<file path="src/rtl/zbank_bus_master_pkg.sv">
// Shared types and constants for the Z80 bank-window 68k bus master.
package zbank_bus_master_pkg;

  localparam int unsigned BANK_WIDTH  = 9;
  localparam int unsigned VA_WIDTH    = BANK_WIDTH + 14;
  localparam logic [15:0] WINDOW_BASE = 16'h8000;

  typedef enum logic [2:0] {
    IDLE,
    REQ,
    ACK,
    ASRT,
    DATA,
    NEG,
    REL,
    ZEND
  } state_t;

  function automatic logic in_window(input logic [15:0] za);
    return za >= WINDOW_BASE;
  endfunction

endpackage

</file>
<file path="src/rtl/zbank_bus_master_if.sv">
// 68k-side bus of the bank-window master: arbitration, strobes, address and data.
interface zbank_bus_master_if;
  import zbank_bus_master_pkg::*;

  logic                BR;
  logic                BG;
  logic                BGACK_i;
  logic                BGACK_o;
  logic                AS_i;
  logic                DTACK_i;
  logic                AS_o;
  logic                UDS_o;
  logic                LDS_o;
  logic                RW_o;
  logic                strobe_d;
  logic [VA_WIDTH-1:0] VA_o;
  logic [15:0]         VD_i;
  logic [15:0]         VD_o;
  logic                VD_d;

  modport master (
    output BR, BGACK_o, AS_o, UDS_o, LDS_o, RW_o, strobe_d, VA_o, VD_o, VD_d,
    input  BG, BGACK_i, AS_i, DTACK_i, VD_i
  );

  modport slave (
    input  BR, BGACK_o, AS_o, UDS_o, LDS_o, RW_o, strobe_d, VA_o, VD_o, VD_d,
    output BG, BGACK_i, AS_i, DTACK_i, VD_i
  );

endinterface

</file>
<file path="src/rtl/zbank_bus_master_zbank_reg.sv">
// Serial bank register: one right shift per Z80 write strobe to the bank page.
module zbank_reg
  import zbank_bus_master_pkg::*;
#(
  parameter logic [7:0] BANK_PAGE = 8'h60
) (
  input  logic                  clk,
  input  logic                  rst,
  input  logic                  zmreq,
  input  logic                  zwr,
  input  logic [7:0]            za_hi,
  input  logic                  d,
  output logic [BANK_WIDTH-1:0] bank
);

  logic zwr_q;

  // Shift only on the sampled falling edge so a long ZWR gives a single shift.
  always_ff @(posedge clk or posedge rst) begin
    if (rst) begin
      zwr_q <= 1'b1;
      bank  <= '0;
    end else begin
      zwr_q <= zwr;
      if (zwr_q && !zwr && !zmreq && (za_hi == BANK_PAGE))
        bank <= {d, bank[BANK_WIDTH-1:1]};
    end
  end

endmodule

</file>
<file path="src/rtl/zbank_bus_master.sv">
// Z80 bank-window master: stalls the Z80, takes the 68k bus and runs one cycle.
// Optional macro ZBANK_TIMEOUT_EN adds a DTACK timeout and the timeout_flag port.
module zbank_bus_master
  import zbank_bus_master_pkg::*;
#(
  parameter logic [7:0] BANK_PAGE = 8'h60
`ifdef ZBANK_TIMEOUT_EN
  , parameter int unsigned TIMEOUT_CYCLES = 256
`endif
) (
  input  logic                  MCLK,
  input  logic                  RESET,
  input  logic                  VCLK_EN,
  input  logic [15:0]           ZA,
  input  logic [7:0]            ZD_i,
  output logic [7:0]            ZD_o,
  output logic                  ZD_d,
  input  logic                  ZMREQ,
  input  logic                  ZRD,
  input  logic                  ZWR,
  output logic                  ZWAIT,
  zbank_bus_master_if.master    bus,
  output logic [BANK_WIDTH-1:0] bank
`ifdef ZBANK_TIMEOUT_EN
  , output logic                timeout_flag
`endif
);

  state_t      state, state_nxt;
  logic [14:0] addr_q;
  logic        rd_q;
  logic [7:0]  wd_q;
  logic        start;
  logic        to_hit;
  logic        own;
  logic        br, bgack_o, as_o, uds_o, lds_o, rw_o, strobe_d, vd_d;

  assign start = !RESET && !ZMREQ && in_window(ZA) && (!ZRD || !ZWR);

  zbank_reg #(.BANK_PAGE(BANK_PAGE)) u_bank (
    .clk   (MCLK),
    .rst   (RESET),
    .zmreq (ZMREQ),
    .zwr   (ZWR),
    .za_hi (ZA[15:8]),
    .d     (ZD_i[0]),
    .bank  (bank)
  );

`ifdef ZBANK_TIMEOUT_EN
  localparam int unsigned TW = $clog2(TIMEOUT_CYCLES + 1);
  logic [TW-1:0] to_cnt;

  assign to_hit = (state == DATA) && VCLK_EN && bus.DTACK_i &&
                  (to_cnt == TW'(TIMEOUT_CYCLES - 1));

  always_ff @(posedge MCLK or posedge RESET) begin
    if (RESET) begin
      to_cnt       <= '0;
      timeout_flag <= 1'b0;
    end else begin
      timeout_flag <= to_hit;
      if (VCLK_EN && (state == ASRT))
        to_cnt <= '0;
      else if (VCLK_EN && (state == DATA))
        to_cnt <= to_cnt + 1'b1;
    end
  end
`else
  assign to_hit = 1'b0;
`endif

  always_ff @(posedge MCLK or posedge RESET) begin
    if (RESET) state <= IDLE;
    else       state <= state_nxt;
  end

  // Address and direction are captured at start so an aborting Z80 cannot disturb the bus cycle.
  always_ff @(posedge MCLK or posedge RESET) begin
    if (RESET) begin
      addr_q <= '0;
      rd_q   <= 1'b0;
      wd_q   <= '0;
      ZD_o   <= '0;
    end else if (VCLK_EN) begin
      if ((state == IDLE) && start) begin
        addr_q <= ZA[14:0];
        rd_q   <= !ZRD;
        wd_q   <= ZD_i;
      end
      if (state == DATA) begin
        if (to_hit)
          ZD_o <= 8'hFF;
        else if (!bus.DTACK_i && rd_q)
          ZD_o <= addr_q[0] ? bus.VD_i[7:0] : bus.VD_i[15:8];
      end
    end
  end

  always_comb begin
    state_nxt = state;
    ZWAIT     = 1'b0;
    ZD_d      = 1'b1;
    own       = 1'b0;
    br        = 1'b0;
    bgack_o   = 1'b0;
    as_o      = 1'b1;
    uds_o     = 1'b1;
    lds_o     = 1'b1;
    rw_o      = 1'b1;
    strobe_d  = 1'b1;
    vd_d      = 1'b1;
    case (state)
      IDLE: begin
        ZWAIT = start;
        if (start && VCLK_EN) state_nxt = REQ;
      end
      REQ: begin
        ZWAIT = 1'b1;
        br    = 1'b1;
        if (VCLK_EN && !bus.BG && bus.AS_i && bus.DTACK_i && bus.BGACK_i)
          state_nxt = ACK;
      end
      ACK, ASRT, DATA, NEG: begin
        ZWAIT    = 1'b1;
        own      = 1'b1;
        bgack_o  = 1'b1;
        strobe_d = 1'b0;
        rw_o     = rd_q;
        if (state != NEG) vd_d = rd_q;
        if ((state == ASRT) || (state == DATA)) begin
          as_o  = 1'b0;
          uds_o = addr_q[0];
          lds_o = !addr_q[0];
        end
        if (VCLK_EN) begin
          case (state)
            ACK:     state_nxt = ASRT;
            ASRT:    state_nxt = DATA;
            DATA:    if (!bus.DTACK_i || to_hit) state_nxt = NEG;
            default: state_nxt = REL;
          endcase
        end
      end
      REL: begin
        if (VCLK_EN) state_nxt = ZEND;
      end
      ZEND: begin
        ZD_d = !(rd_q && !ZMREQ && !ZRD);
        if (ZMREQ) state_nxt = IDLE;
      end
      default: state_nxt = IDLE;
    endcase
  end

  assign bus.BR       = br;
  assign bus.BGACK_o  = bgack_o;
  assign bus.AS_o     = as_o;
  assign bus.UDS_o    = uds_o;
  assign bus.LDS_o    = lds_o;
  assign bus.RW_o     = rw_o;
  assign bus.strobe_d = strobe_d;
  assign bus.VD_d     = vd_d;
  assign bus.VA_o     = own ? {bank, addr_q[14:1]} : '0;
  assign bus.VD_o     = {wd_q, wd_q};

endmodule
</file>
<file path="src/flat_wrapper.sv">
// flat-port wrapper written by rule: the top's interface ports become plain ports
module zbank_bus_master_flat import zbank_bus_master_pkg::*;
#(
  parameter logic [7:0] BANK_PAGE = 8'h60

)
  (MCLK, RESET, VCLK_EN, ZA, ZD_i, ZD_o, ZD_d, ZMREQ, ZRD, ZWR, ZWAIT, bank, bus_BR, bus_BGACK_o, bus_AS_o, bus_UDS_o, bus_LDS_o, bus_RW_o, bus_strobe_d, bus_VA_o, bus_VD_o, bus_VD_d, bus_BG, bus_BGACK_i, bus_AS_i, bus_DTACK_i, bus_VD_i);
  zbank_bus_master_if bus_i ();
  input  logic MCLK;
  input  logic RESET;
  input  logic VCLK_EN;
  input  logic [15:0] ZA;
  input  logic [7:0] ZD_i;
  output logic [7:0] ZD_o;
  output logic ZD_d;
  input  logic ZMREQ;
  input  logic ZRD;
  input  logic ZWR;
  output logic ZWAIT;
  output logic [BANK_WIDTH-1:0] bank;
  output wire logic [$bits(bus_i.BR)-1:0] bus_BR;
  output wire logic [$bits(bus_i.BGACK_o)-1:0] bus_BGACK_o;
  output wire logic [$bits(bus_i.AS_o)-1:0] bus_AS_o;
  output wire logic [$bits(bus_i.UDS_o)-1:0] bus_UDS_o;
  output wire logic [$bits(bus_i.LDS_o)-1:0] bus_LDS_o;
  output wire logic [$bits(bus_i.RW_o)-1:0] bus_RW_o;
  output wire logic [$bits(bus_i.strobe_d)-1:0] bus_strobe_d;
  output wire logic [$bits(bus_i.VA_o)-1:0] bus_VA_o;
  output wire logic [$bits(bus_i.VD_o)-1:0] bus_VD_o;
  output wire logic [$bits(bus_i.VD_d)-1:0] bus_VD_d;
  input wire logic [$bits(bus_i.BG)-1:0] bus_BG;
  input wire logic [$bits(bus_i.BGACK_i)-1:0] bus_BGACK_i;
  input wire logic [$bits(bus_i.AS_i)-1:0] bus_AS_i;
  input wire logic [$bits(bus_i.DTACK_i)-1:0] bus_DTACK_i;
  input wire logic [$bits(bus_i.VD_i)-1:0] bus_VD_i;
  assign bus_BR = bus_i.BR;
  assign bus_BGACK_o = bus_i.BGACK_o;
  assign bus_AS_o = bus_i.AS_o;
  assign bus_UDS_o = bus_i.UDS_o;
  assign bus_LDS_o = bus_i.LDS_o;
  assign bus_RW_o = bus_i.RW_o;
  assign bus_strobe_d = bus_i.strobe_d;
  assign bus_VA_o = bus_i.VA_o;
  assign bus_VD_o = bus_i.VD_o;
  assign bus_VD_d = bus_i.VD_d;
  assign bus_i.BG = bus_BG;
  assign bus_i.BGACK_i = bus_BGACK_i;
  assign bus_i.AS_i = bus_AS_i;
  assign bus_i.DTACK_i = bus_DTACK_i;
  assign bus_i.VD_i = bus_VD_i;
  zbank_bus_master #(.BANK_PAGE(BANK_PAGE)) u_core (.MCLK(MCLK), .RESET(RESET), .VCLK_EN(VCLK_EN), .ZA(ZA), .ZD_i(ZD_i), .ZD_o(ZD_o), .ZD_d(ZD_d), .ZMREQ(ZMREQ), .ZRD(ZRD), .ZWR(ZWR), .ZWAIT(ZWAIT), .bus(bus_i), .bank(bank));
endmodule
</file>
<file path="config.mk">
export PLATFORM = sky130hd
export DESIGN_NAME = zbank_bus_master_flat
export DESIGN_NICKNAME = d
export VERILOG_FILES = /design/src/rtl/zbank_bus_master_pkg.sv /design/src/rtl/zbank_bus_master_if.sv /design/src/rtl/zbank_bus_master_zbank_reg.sv /design/src/rtl/zbank_bus_master.sv /design/src/flat_wrapper.sv
export SDC_FILE = /design/constraint.sdc
export NUM_CORES = 1
export LEC_CHECK = 0
export CORE_ASPECT_RATIO = 0.75
export CORE_MARGIN = 5
export CORE_UTILIZATION = 40
export DETAILED_ROUTE_END_ITERATION = 10
export GPL_TIMING_DRIVEN = 0
export PLACE_DENSITY = 0.86
export SLEW_MARGIN = 10
export SYNTH_ARGS = -nofsm -noshare
export SYNTH_HDL_FRONTEND = slang
export SYNTH_SLANG_ARGS = --single-unit
</file>
<file path="constraint.sdc">
create_clock -name MCLK -period 1.9 [get_ports MCLK]
set_input_delay 0.285 -clock MCLK [delete_from_list [all_inputs] [get_ports MCLK]]
set_output_delay 0.285 -clock MCLK [all_outputs]
set_load 0.02 [all_outputs]
</file>
==> run metrics <==
share of the synthesized area in the top cell type 49.6%; Placed Cells 378; initial antenna violation count 0; CP Launch Type register; Placer Congestion 0.772; router iterations before antenna repair 4; Fin Clk Skew 0.00410 ns; largest net degree at the start of global routing 24; RSZ-0062 raised after global routing true; first-pass GRT wire length 9580 µm; Synth Area per Inst 11.9 µm²; outcome completed; reg2reg end u_core.wd_q[1]; area grow syn2layout 60.9%; Core ar. 0.00535 mm²; clk_lat worst skew 0.29 ns; max cap viols 0; number of I/O port buffers 115; Yosys warning total 0; clk slew on worst S/H paths 0.08 ns; CTS Buf Count 5; Clk pwr share 12.7%; critical path class register to primary output; unique cell type count in the Yosys netlist 35; Hold/Removal Path Class primary input to asynchronous set/reset pin; met3 global-route usage 4.55%; Min Hold Slack 0.383 ns; flop-to-flop setup slack 0.19 ns; CTS tree done; Post-Route WL 5940 µm; Synth area leader dfrtp_1; Initial Util 41.5%; Rel. slew slack 62.9%; Initial DRC Count 38; gr ovfl total 0; final core occ 66.7%; final hold viol count 0; NumNets Final 364; met1 usage 21.6%; Worst R2R Start u_core.state[1]; most used routing layer met2; sequential-to-total area share from yosys stat 50.8%; Pleak 1.70 nW; Yosys reg bits 45; synthesized instance count 187; Slew Viols, Final 0; sw frac 39.4%; Die Ht 74.5 µm; vias 1842; number of global-route vias before repair 1916; worst-path maximum fanout 6; Setup-failing EPs final 0; Final Critical Period 1.85 ns; Final Non-Filler Cells 390; Net Sw Power 0.00198 W; Worst Tran Pin Value 0.556 ns; I/O pin cnt 116; f_max 542 MHz; htree depth 2; worst r2r path cells 5; diode count 0; combinational share of power 56.8%; Critical path origin u_core.state[0]; Cell Int Power 0.00304 W; drt via density 4.72; crit end category primary output; layout cells sized above 1 32.4%; die width 96.0 µm; required time worst endpoint 1.62 ns; sequential power share 30.5%; Final Cycle Share 97.1%; met2 Use GR 30.6%; Detail Placement HPWL 4670 µm; Sink Count 45; Root Buffer clkbuf_8; setup TNS 0 ns; pre-CTS WS -0.630 ns; PD cells 1410 mW/mm²; area of the mapped netlist 0.00222 mm²; CP arrival 1.56 ns; antenna-violating nets left 0; routed len/inst 15.2 µm; count leader, synth dfrtp_1; Post-synth EDFFs 0; Max Root-Sink Buffers 2; Synth top cells by count 44 x dfrtp_1, 23 x and2_1, 19 x mux2_2; standard-cell row count 23; GRT Util Overall 17.5%; DRC 0; VDD IR-drop max 867 µV; Critical Path Sink ZD_d; Post-synth ARST share 100%; top cells by area, synth dfrtp_1 50%, mux2_2 9.6%, and2_1 6.5%, mux2_4 6.1%, mux2i_1 4.1%; crit path setup slack, layout 0.0549 ns; Die ar. 0.00715 mm²; Syn Nets 237; ys flop type dfrtp_1
power groups by stage:
stage,combinational [W],sequential (W),clock (W)
5_1_grt,0.00307,0.00158,0.000705
4_1_cts,0.00287,0.00153,0.000666
3_3_place_gp,0.00279,0.00149,0
2_1_floorplan,0.00138,0.00165,0
6_report,0.00285,0.00153,0.000639
3_5_place_dp,0.00286,0.00152,0
cells by family after synthesis:
group | synth area share, %
compound gates | 4.34
xor+xnor | 0.789
buf+inv | 5.81
flops | 50.8
mux | 21.8
simple gates | 16.5
metrics by stage:
| stage | total power (W) | area, µm² |
|---|---|---|
| after floorplan | 0.00303 | 2220 |
| after global placement | 0.00428 | 3460 |
| after detailed placement | 0.00437 | 3490 |
| after CTS | 0.00507 | 3580 |
| after global routing | 0.00535 | 3570 |
| final | 0.00502 | 3570 |
critical path, stage by stage, from the launching register on:
cell and delay (ns):
dfrtp_1 0.42, buf_8 0.14, nand2_1 0.08, or4_4 0.49
buf_6 0.15
layout make-up:
type                            count  area (µm²)
Multi-Input combinational cell    119         998
Clock inverter                      1        5.00
Inverter                            4        15.0
Timing Repair Buffer              121        1080
Tap cell                           75        93.8
Clock buffer                        7        96.3
Sequential cell                    45        1130
Fill cell                         453        1780
Buffer                             18         150
what timing repair did:
item                                    in CTS  in global routing
endpoints found under the setup margin      37                 18
endpoints found under the hold margin        0                  0
pin swaps                                    2                  1
buffers inserted                             4                  1
resized for setup                          133                 16
hold buffers                                 0                  0
cells in the final DEF, fill, tap and decap left out, types with 3 or more instances in the layout:
cell type        instances
and2_1                  23
buf_2                   26
buf_4                   14
buf_6                    3
clkbuf_2                 4
clkbuf_8                 9
clkdlybuf4s15_2          3
clkdlybuf4s50_1         82
dfrtp_1                 43
inv_1                    3
mux2_1                   4
mux2_2                  19
mux2_4                   9
mux2i_1                  9
nand2_1                 15
nand2b_1                 3
o21ai_0                 11
sequential cells by signal (all words and copies together) (netlist names):
name / count
u_core.addr_q: 15
u_core.u_bank.bank: 9
u_core.wd_q: 8
u_core.u_bank.zwr_q: 1
u_core.state: 3
u_core.rd_q: 1
u_core.ZD_o: 8
how the worst min path moves through the flow:
stage | startpoint | endpoint | depth (start not counted)
floorplan | ZWR | u_core.u_bank.zwr_q | 0
global placement | u_core.ZD_o[7] | u_core.ZD_o[7] | 2
detailed placement | u_core.addr_q[4] | u_core.addr_q[4] | 1
CTS | RESET | u_core.state[0] | 2
global route | RESET | u_core.wd_q[7] | 2
finish | RESET | u_core.state[0] | 2
layer usage:
metal,vias to the layer above,share of wire (%)
met1,888,41
met2,59,51
met4,0,0.96
met5,-,0
li1,888,-
met3,7,6.7
No activity file was read; power rests on OpenSTA's default activity.
